===== config.mk =====
export PLATFORM = sky130hd
export DESIGN_NAME = dco_trim_ramp
export DESIGN_NICKNAME = d
export VERILOG_FILES = /design/src/rtl/dco_trim_pkg.sv /design/src/rtl/trim_therm_enc.sv /design/src/rtl/dco_trim_ramp.sv
export SDC_FILE = /design/constraint.sdc
export NUM_CORES = 1
export LEC_CHECK = 0
export ABC_CLOCK_PERIOD_IN_PS = 7900
export CAP_MARGIN = 20
export CORE_UTILIZATION = 54
export DETAILED_ROUTE_END_ITERATION = 10
export HOLD_SLACK_MARGIN = 0.1
export PLACE_DENSITY = 0.85
export SYNTH_ARGS = -nofsm -noshare
export SYNTH_HDL_FRONTEND = slang
export SYNTH_HIERARCHICAL = 1
export SYNTH_SLANG_ARGS = --single-unit

===== constraint.sdc =====
create_clock -name osc -period 7.9 [get_ports osc]
set_clock_uncertainty 0.05 [all_clocks]
set_input_delay 1.58 -clock osc [delete_from_list [all_inputs] [get_ports osc]]
set_output_delay 1.58 -clock osc [all_outputs]
set_load 0.03 [all_outputs]

===== src/rtl/dco_trim_pkg.sv =====
// Shared definitions for the DCO trim ramp controller and other trim sources.
package dco_trim_pkg;

  // Default geometry of the digital_pll external trim bus
  localparam int DEF_TRIM_W  = 26;
  localparam int DEF_LEVEL_W = 5;

  // Controller states
  typedef enum logic [1:0] {
    IDLE   = 2'd0,
    RAMP   = 2'd1,
    SETTLE = 2'd2
  } trim_state_t;

  // Thermometer code for a level: the lowest 'lvl' bits set, i.e. (1<<lvl)-1
  function automatic logic [DEF_TRIM_W-1:0] therm(input logic [DEF_LEVEL_W-1:0] lvl);
    logic [DEF_TRIM_W-1:0] t;
    t = '0;
    for (int i = 0; i < DEF_TRIM_W; i++) begin
      t[i] = (32'(lvl) > i);
    end
    return t;
  endfunction

endpackage


===== src/rtl/trim_therm_enc.sv =====
// Level to thermometer decode for the digital_pll ext_trim bus.
// Bit i is set whenever the level exceeds i, so ext_trim = (1<<level)-1.
module trim_therm_enc #(
  parameter int TRIM_W  = 26,
  parameter int LEVEL_W = 5
) (
  input  logic [LEVEL_W-1:0] level,
  output logic [TRIM_W-1:0]  ext_trim
);

  genvar gi;
  generate
    for (gi = 0; gi < TRIM_W; gi++) begin : g_therm
      assign ext_trim[gi] = (level > LEVEL_W'(gi));
    end
  endgenerate

endmodule


===== src/rtl/dco_trim_ramp.sv =====
// DCO trim ramp controller: accepts a target trim level, walks ext_trim one
// unit code at a time toward it, waits for the oscillator to settle and then
// pulses done. A release request ramps to zero and hands control back to the FLL.
module dco_trim_ramp
  import dco_trim_pkg::*;
#(
  parameter int TRIM_W        = DEF_TRIM_W,
  parameter int LEVEL_W       = DEF_LEVEL_W,
  parameter int STEP_CYCLES   = 16,
  parameter int SETTLE_CYCLES = 64
) (
  input  logic               osc,
  input  logic               resetb,
  input  logic               req_valid,
  output logic               req_ready,
  input  logic [LEVEL_W-1:0] req_code,
  input  logic               req_mode,
  output logic               dco,
  output logic [TRIM_W-1:0]  ext_trim,
  output logic [LEVEL_W-1:0] level,
  output logic               busy,
  output logic               done
);

  // One counter serves both the per-level dwell and the final settle wait
  localparam int MAX_CYC = (STEP_CYCLES > SETTLE_CYCLES) ? STEP_CYCLES : SETTLE_CYCLES;
  localparam int CNT_W   = (MAX_CYC > 1) ? $clog2(MAX_CYC) : 1;

  localparam logic [CNT_W-1:0]   STEP_RELOAD   = CNT_W'(STEP_CYCLES - 1);
  localparam logic [CNT_W-1:0]   SETTLE_RELOAD = CNT_W'(SETTLE_CYCLES - 1);
  localparam logic [LEVEL_W-1:0] LEVEL_MAX     = LEVEL_W'(TRIM_W);

  trim_state_t        state_reg;
  logic [LEVEL_W-1:0] level_reg;
  logic [LEVEL_W-1:0] target_reg;
  logic [CNT_W-1:0]   cnt_reg;
  logic               mode_reg;
  logic               dco_reg;
  logic               busy_reg;
  logic               done_reg;

  logic [LEVEL_W-1:0] req_target;
  logic [LEVEL_W-1:0] level_next;

  // Requested target (clamped, or zero for a release) and the next ramp level
  always_comb begin
    req_target = '0;
    if (req_mode) begin
      req_target = (req_code > LEVEL_MAX) ? LEVEL_MAX : req_code;
    end
    level_next = (target_reg > level_reg) ? level_reg + 1'b1 : level_reg - 1'b1;
  end

  // Handshake FSM with level, target, counter and registered status outputs
  always_ff @(posedge osc or negedge resetb) begin
    if (!resetb) begin
      state_reg  <= IDLE;
      level_reg  <= '0;
      target_reg <= '0;
      cnt_reg    <= '0;
      mode_reg   <= 1'b0;
      dco_reg    <= 1'b0;
      busy_reg   <= 1'b0;
      done_reg   <= 1'b0;
    end else begin
      done_reg <= 1'b0;
      case (state_reg)
        IDLE: begin
          if (req_valid) begin
            target_reg <= req_target;
            mode_reg   <= req_mode;
            busy_reg   <= 1'b1;
            // Taking control asserts dco before the first trim step;
            // a release keeps dco as it is until the ramp has finished
            if (req_mode) begin
              dco_reg <= 1'b1;
            end
            if (req_target != level_reg) begin
              state_reg <= RAMP;
              cnt_reg   <= STEP_RELOAD;
            end else begin
              state_reg <= SETTLE;
              cnt_reg   <= SETTLE_RELOAD;
            end
          end
        end
        RAMP: begin
          if (cnt_reg == '0) begin
            level_reg <= level_next;
            if (level_next == target_reg) begin
              state_reg <= SETTLE;
              cnt_reg   <= SETTLE_RELOAD;
            end else begin
              cnt_reg <= STEP_RELOAD;
            end
          end else begin
            cnt_reg <= cnt_reg - 1'b1;
          end
        end
        SETTLE: begin
          if (cnt_reg == '0) begin
            state_reg <= IDLE;
            busy_reg  <= 1'b0;
            done_reg  <= 1'b1;
            if (!mode_reg) begin
              dco_reg <= 1'b0;
            end
          end else begin
            cnt_reg <= cnt_reg - 1'b1;
          end
        end
        default: begin
          state_reg <= IDLE;
          busy_reg  <= 1'b0;
        end
      endcase
    end
  end

  // Thermometer decode of the applied level
  trim_therm_enc #(
    .TRIM_W  (TRIM_W),
    .LEVEL_W (LEVEL_W)
  ) u_therm (
    .level    (level_reg),
    .ext_trim (ext_trim)
  );

  assign req_ready = (state_reg == IDLE);
  assign dco       = dco_reg;
  assign level     = level_reg;
  assign busy      = busy_reg;
  assign done      = done_reg;

endmodule


Word level (Yosys, flattened, before mapping)
Index checks and enable logic that the tools add are counted.
{"block": "totals", "ff_bits": 22, "latch_bits": 0, "ram_bits": 0, "rom_bits": 0, "input_bits": 9, "out_inout_bits": 35, "elab_cells": 86, "mem_count": 0}
{"block": "classes", "add_sub_neg": 3, "mul": 0, "div": 0, "order_cmp": 28, "eq_ne": 11, "shifts": 0, "muxes": 25, "n_bitwise": 1, "n_reduce_logical": 10}
{"op": "> comparator 5 bit, second input constant", "count": 11}
{"op": "> comparator 5 x 4 -> 1 bit, second input constant", "count": 8}
{"op": "two-way mux 6 bit", "count": 5}
{"op": "> comparator 5 x 3 -> 1 bit, second input constant", "count": 4}
{"op": "one-hot mux 6 bit (3 select lines)", "count": 1}
{"op": "two-way mux 5 bit", "count": 3}
{"op": "inequality test 2 bit, second input constant", "count": 6}
{"op": "> comparator 5 x 1 -> 1 bit, second input constant", "count": 2}
{"op": "> comparator 5 x 2 -> 1 bit, second input constant", "count": 2}
{"op": "two-way mux 2 bit", "count": 5}
{"op": "two-way mux 1 bit", "count": 8}
{"op": "zero test 6 bit", "count": 1}
{"op": "one-hot mux 2 bit (3 select lines)", "count": 1}
{"op": "AND reduction 3 bit", "count": 2}
{"op": "subtractor 6 x 1 -> 6 bit, second input constant", "count": 1}
{"op": "adder 5 x 1 -> 5 bit, second input constant", "count": 1}
{"op": "equality test 5 bit", "count": 1}
{"op": "> comparator 5 bit", "count": 1}
{"op": "inequality test 5 bit", "count": 1}
{"op": "AND reduction 5 bit", "count": 1}
{"op": "subtractor 5 x 1 -> 5 bit, second input constant", "count": 1}
{"op": "AND reduction 2 bit", "count": 2}
{"op": "AND reduction 4 bit", "count": 1}
{"op": "one-hot mux 1 bit (3 select lines)", "count": 1}
{"op": "other kinds (8)", "count": 8}

Depth between registers and ports, before layout
{"block": "logic_depth", "word_depth": 7, "mapped_depth": 14, "ltp_nobuf": 13}

Modules after synthesis
Netlist, hierarchy kept.
{"mod": "dco_trim_ramp", "n_inst": 1, "cells_per_inst": 175, "area_each_um2": 1615.3, "seq_area_each_um2": 550.5}
{"mod": "trim_therm_enc", "n_inst": 1, "cells_per_inst": 49, "area_each_um2": 295.3, "seq_area_each_um2": 0.0}

Least setup slack after synthesis
OpenSTA, ideal clock, no wires.
{"block": "synth_path", "path_type": "reg2reg", "startpoint": "register level_reg[4], in the netlist level[4]", "endpoint": "register state_reg[1]", "setup_time_ns": 0.125, "t_arrival_ns": 3.122, "t_required_ns": 7.725, "path_slack_ns": 4.603, "path_stages_with_launch": 15, "path_buffers": 1, "period_less_slack_ns": 3.297, "path_cell_list": "dfrtp_1 > clkbuf_1 > inv_1 > ha_1 > a21oi_1 > o221ai_2 > o21ai_2 > inv_1 > fa_1 > xor2_1 > xnor2_1 > nor3b_1 > mux2_2 > a32o_2 > mux2i_1"}
{"block": "synth_between", "elab_chain_cells": 5, "word_cells_on_any_way": 11, "cone_classes": "add/sub: 2; order compare: 1; eq/ne: 3; mux: 4; reduce/logical: 1"}
{"item": "start, declared", "line": "dco_trim_ramp.sv:34", "rtl": "logic [LEVEL_W-1:0] level_reg;"}
{"item": "start signal, assigned", "line": "dco_trim_ramp.sv:89", "rtl": "level_reg <= level_next;"}
{"item": "subtractor 5 x 1 -> 5 bit (tied with other cells)", "line": "dco_trim_ramp.sv:51", "rtl": "level_next = (target_reg > level_reg) ? level_reg + 1'b1 : level_reg - 1'b1;"}
{"item": "two-way mux 5 bit", "line": "dco_trim_ramp.sv:51"}
{"item": "equality test 5 bit", "line": "dco_trim_ramp.sv:90", "rtl": "if (level_next == target_reg) begin"}
{"item": "inequality test 2 bit (no source line)"}
{"item": "AND reduction 4 bit (no source line)"}
{"item": "end signal, assigned", "line": "dco_trim_ramp.sv:57", "rtl": "state_reg <= IDLE;"}
{"item": "end signal, assigned", "line": "dco_trim_ramp.sv:91", "rtl": "state_reg <= SETTLE;"}
{"item": "end signal, assigned", "line": "dco_trim_ramp.sv:102", "rtl": "state_reg <= IDLE;"}
{"item": "end, declared", "line": "dco_trim_ramp.sv:33", "rtl": "trim_state_t state_reg;"}
Parallel ways exist; a longest one is shown, timed or not. The select of a mux whose other input is x is not followed.
A chain may end at the register's enable or synchronous reset.

Worst setup path after layout
{"block": "layout_path", "startpoint": "register level_reg[4], in the netlist level[4]", "endpoint": "output port ext_trim[20]"}
{"block": "layout_between", "elab_chain_cells": 1}
{"item": "> comparator 5 bit", "line": "trim_therm_enc.sv:14", "rtl": "assign ext_trim[gi] = (level > LEVEL_W'(gi));"}
{"item": "end, declared", "line": "dco_trim_ramp.sv:19", "rtl": "output logic [TRIM_W-1:0] ext_trim,"}
Every way passes these cells.

==> results.py <==
metrics = {
    "outcome": {
        "status": "finished, final reports clean",
    },
    "global_route": {
        "grt_usage": 0.236,
        "grt_pass1_wl_mm": 6.60,
        "grt_max_degree": 26,
        "grt_overflow": 0,
        "grt_pass1_vias": 1448,
        "antenna_found_initial": 0,
    },
    "synthesis": {
        "synthesis.nets": 249,
        "synthArstFlopShare": 1.00,
        "syn-instance-count": 224,
        "ys_warn_count": 6,
        "synth-seq-area-share": 0.288,
        "synth-edff-count": 0,
        "synth.avg_cell_area_sq_um": 8.53,
        "synth_cell_types": 54,
        "synth_ff_type": "dfrtp_1",
        "synth-seq-cells": 22,
        "netlist_area_sq_um": 1910,
    },
    "place": {
        "portBuffers": 43,
        "place_area_sq_um": 2330,
        "post-place-ws_ns": 4.21,
        "dpl.cell_count": 302,
        "gp_congestion": 0.865,
        "dp_hpwl_mm": 2.96,
    },
    "final_layout": {
        "seq_area_sq_um": 551,
        "final_cell_mix": "clkdlybuf4s50_1, nand2_1, dfrtp_1, inv_1",
        "largest_register_ffs": 6,
        "fin_util": 0.706,
        "antenna_cells": 0,
        "nets": 287,
        "final_common_cell": "clkdlybuf4s50_1",
        "fin_cells": 307,
        "fin_area_sq_um": 2370,
        "n_fill_cell": 296,
        "drive_above_1_share": 0.103,
        "areaGrowthSynthToFinish_pct": 24.2,
        "multiInputGateArea_sq_um": 1210,
    },
    "critical_path": {
        "rr_endpoint": "state_reg[0]$_DFFE_PN0P_",
        "worst_ep_arrival_time_ns": 2.30,
        "worst-path-max-fanout": 25,
        "crit_path_end_kind": "output pin",
        "required_ns": 6.27,
        "rr_startpoint": "level[2]$_DFFE_PN0P_",
        "reg2reg_slack_ns": 4.27,
        "ff2ff_path_depth": 13,
        "worst_setup_path_start_kind": "register",
        "crit_type": "register to output pin",
    },
    "sta": {
        "tightest_slew_ns": 0.766,
        "setup_tns_ns": 0,
        "period_needed_ns": 3.93,
        "fin_crit_sh": 0.497,
        "slew_headroom": 0.489,
        "hold_violations": 0,
        "maxSlewViolCount": 0,
        "rsz0062_at_grt": "no",
        "setup_violations": 0,
        "hold_ws_ns": 0.454,
        "fmax_mhz": 255,
        "fin_ws_ns": 3.97,
    },
    "floorplan": {
        "die_x_um": 61.5,
        "io_pins": 44,
        "die_area_sq_um": 3780,
        "die-height_um": 61.5,
        "initial_core_util": 0.568,
        "rows": 21,
        "core_sq_um": 3360,
    },
    "clock_tree": {
        "path_clk_slew_ns": 0.13,
        "clk-insertion-delay-late_ns": 0.33,
        "cts_tree": "yes",
        "htree_levels": 1,
        "cts_root_buf": "clkbuf_4",
        "clock_sinks": 22,
        "cts_resized": 0,
        "hold_buffers": 0,
        "numCtsBuffers": 3,
        "cts_setup_buffers": 0,
        "cts_buffer_depth": 2,
    },
    "drt": {
        "wl_per_cell_um": 13.0,
        "ant_nets": 0,
        "first_pass_iters": 5,
        "routed_wl_mm": 3.98,
        "route.vias.total": 1693,
        "via_per_inst": 5.51,
        "drtIter0Drc": 74,
        "drc": 0,
    },
    "hold_path": {
        "hold_path_end": "target_reg[0]$_DFFE_PN0P_",
        "hp-start": "target_reg[0]$_DFFE_PN0P_",
        "hold_depth": 2,
        "hold_class": "register to register",
    },
    "power": {
        "total_power_mw": 1.16,
        "vdd_drop_max_mv": 0.291,
        "p_leak_nw": 1.05,
        "p_per_area_nw_per_um2": 489,
    },
    "run": {
        "cap_violations": 0,
    },
}
-- report_power, final --
part           switching (mW)  internal (mW)  total [mW]
sequential             0.0799          0.160       0.239
clock                  0.0375         0.0282      0.0658
combinational           0.477          0.380       0.857
-- metal layers --
metal	part of all wire	track usage	vias up
met5	0	0	-
met4	0.012	0.0667	0
met3	0.039	0.0189	5
met2	0.50	0.409	48
met1	0.44	0.316	785
li1	-	-	855
-- synthesized netlist by cell type (3+ instances only) --
master	number	area [sq um]
mux2_2	5	56.3
ha_1	15	188
o21ai_0	13	65.1
nor2b_1	3	18.8
o21ai_1	3	15.0
buf_4	3	22.5
nand2b_1	4	25.0
xor2_1	4	35.0
nand2_1	31	116
inv_1	18	67.6
xnor2_1	8	70.1
nand3_1	4	20.0
o211ai_1	3	22.5
a21oi_1	15	75.1
buf_6	3	33.8
a31oi_1	4	25.0
dfrtp_1	22	551
nor2_1	10	37.5
clkbuf_1	5	18.8
nor3_1	5	25.0
o22ai_1	3	18.8
-- final cells by class --
class,count,share of cell area
Sequential cell,22,0.232
Multi-Input combinational cell,172,0.511
Timing Repair Buffer,45,0.189
Tap cell,46,0.0242
Inverter,18,0.0285
Clock buffer,4,0.0153
-- kinds of logic (layout without fill, tap and decap cells) --
kind of cell,after synthesis,in the layout,share of synthesized area
AO/OA/AOI/OAI,60,60,0.215
XOR/XNOR,13,13,0.0675
adder cells (fa/ha/maj),16,16,0.109
buffers and inverters,30,67,0.0773
flip-flops,22,22,0.288
multiplexers,7,7,0.0399
AND/OR/NAND/NOR,76,76,0.204
-- worst max-delay path by stage --
stage	start	to	slack (ns)
finish	level[4]$_DFFE_PN0P_	ext_trim[20]	3.97
global route	level[4]$_DFFE_PN0P_	ext_trim[24]	3.77
CTS	level[4]$_DFFE_PN0P_	ext_trim[20]	3.94
detailed placement	req_mode	cnt_reg[5]$_DFFE_PN0P_	4.21
global placement	req_mode	cnt_reg[5]$_DFFE_PN0P_	4.26
floorplan	level[4]$_DFFE_PN0P_	state_reg[1]$_DFFE_PN0P_	4.60
-- worst max-delay path: stages (launching register included) --
cell	delay, ns
dfrtp_1	0.86
nand2_1	0.28
o21ai_1	0.15
clkdlybuf4s50_1	0.68
Power figures use the tool's default switching activity.
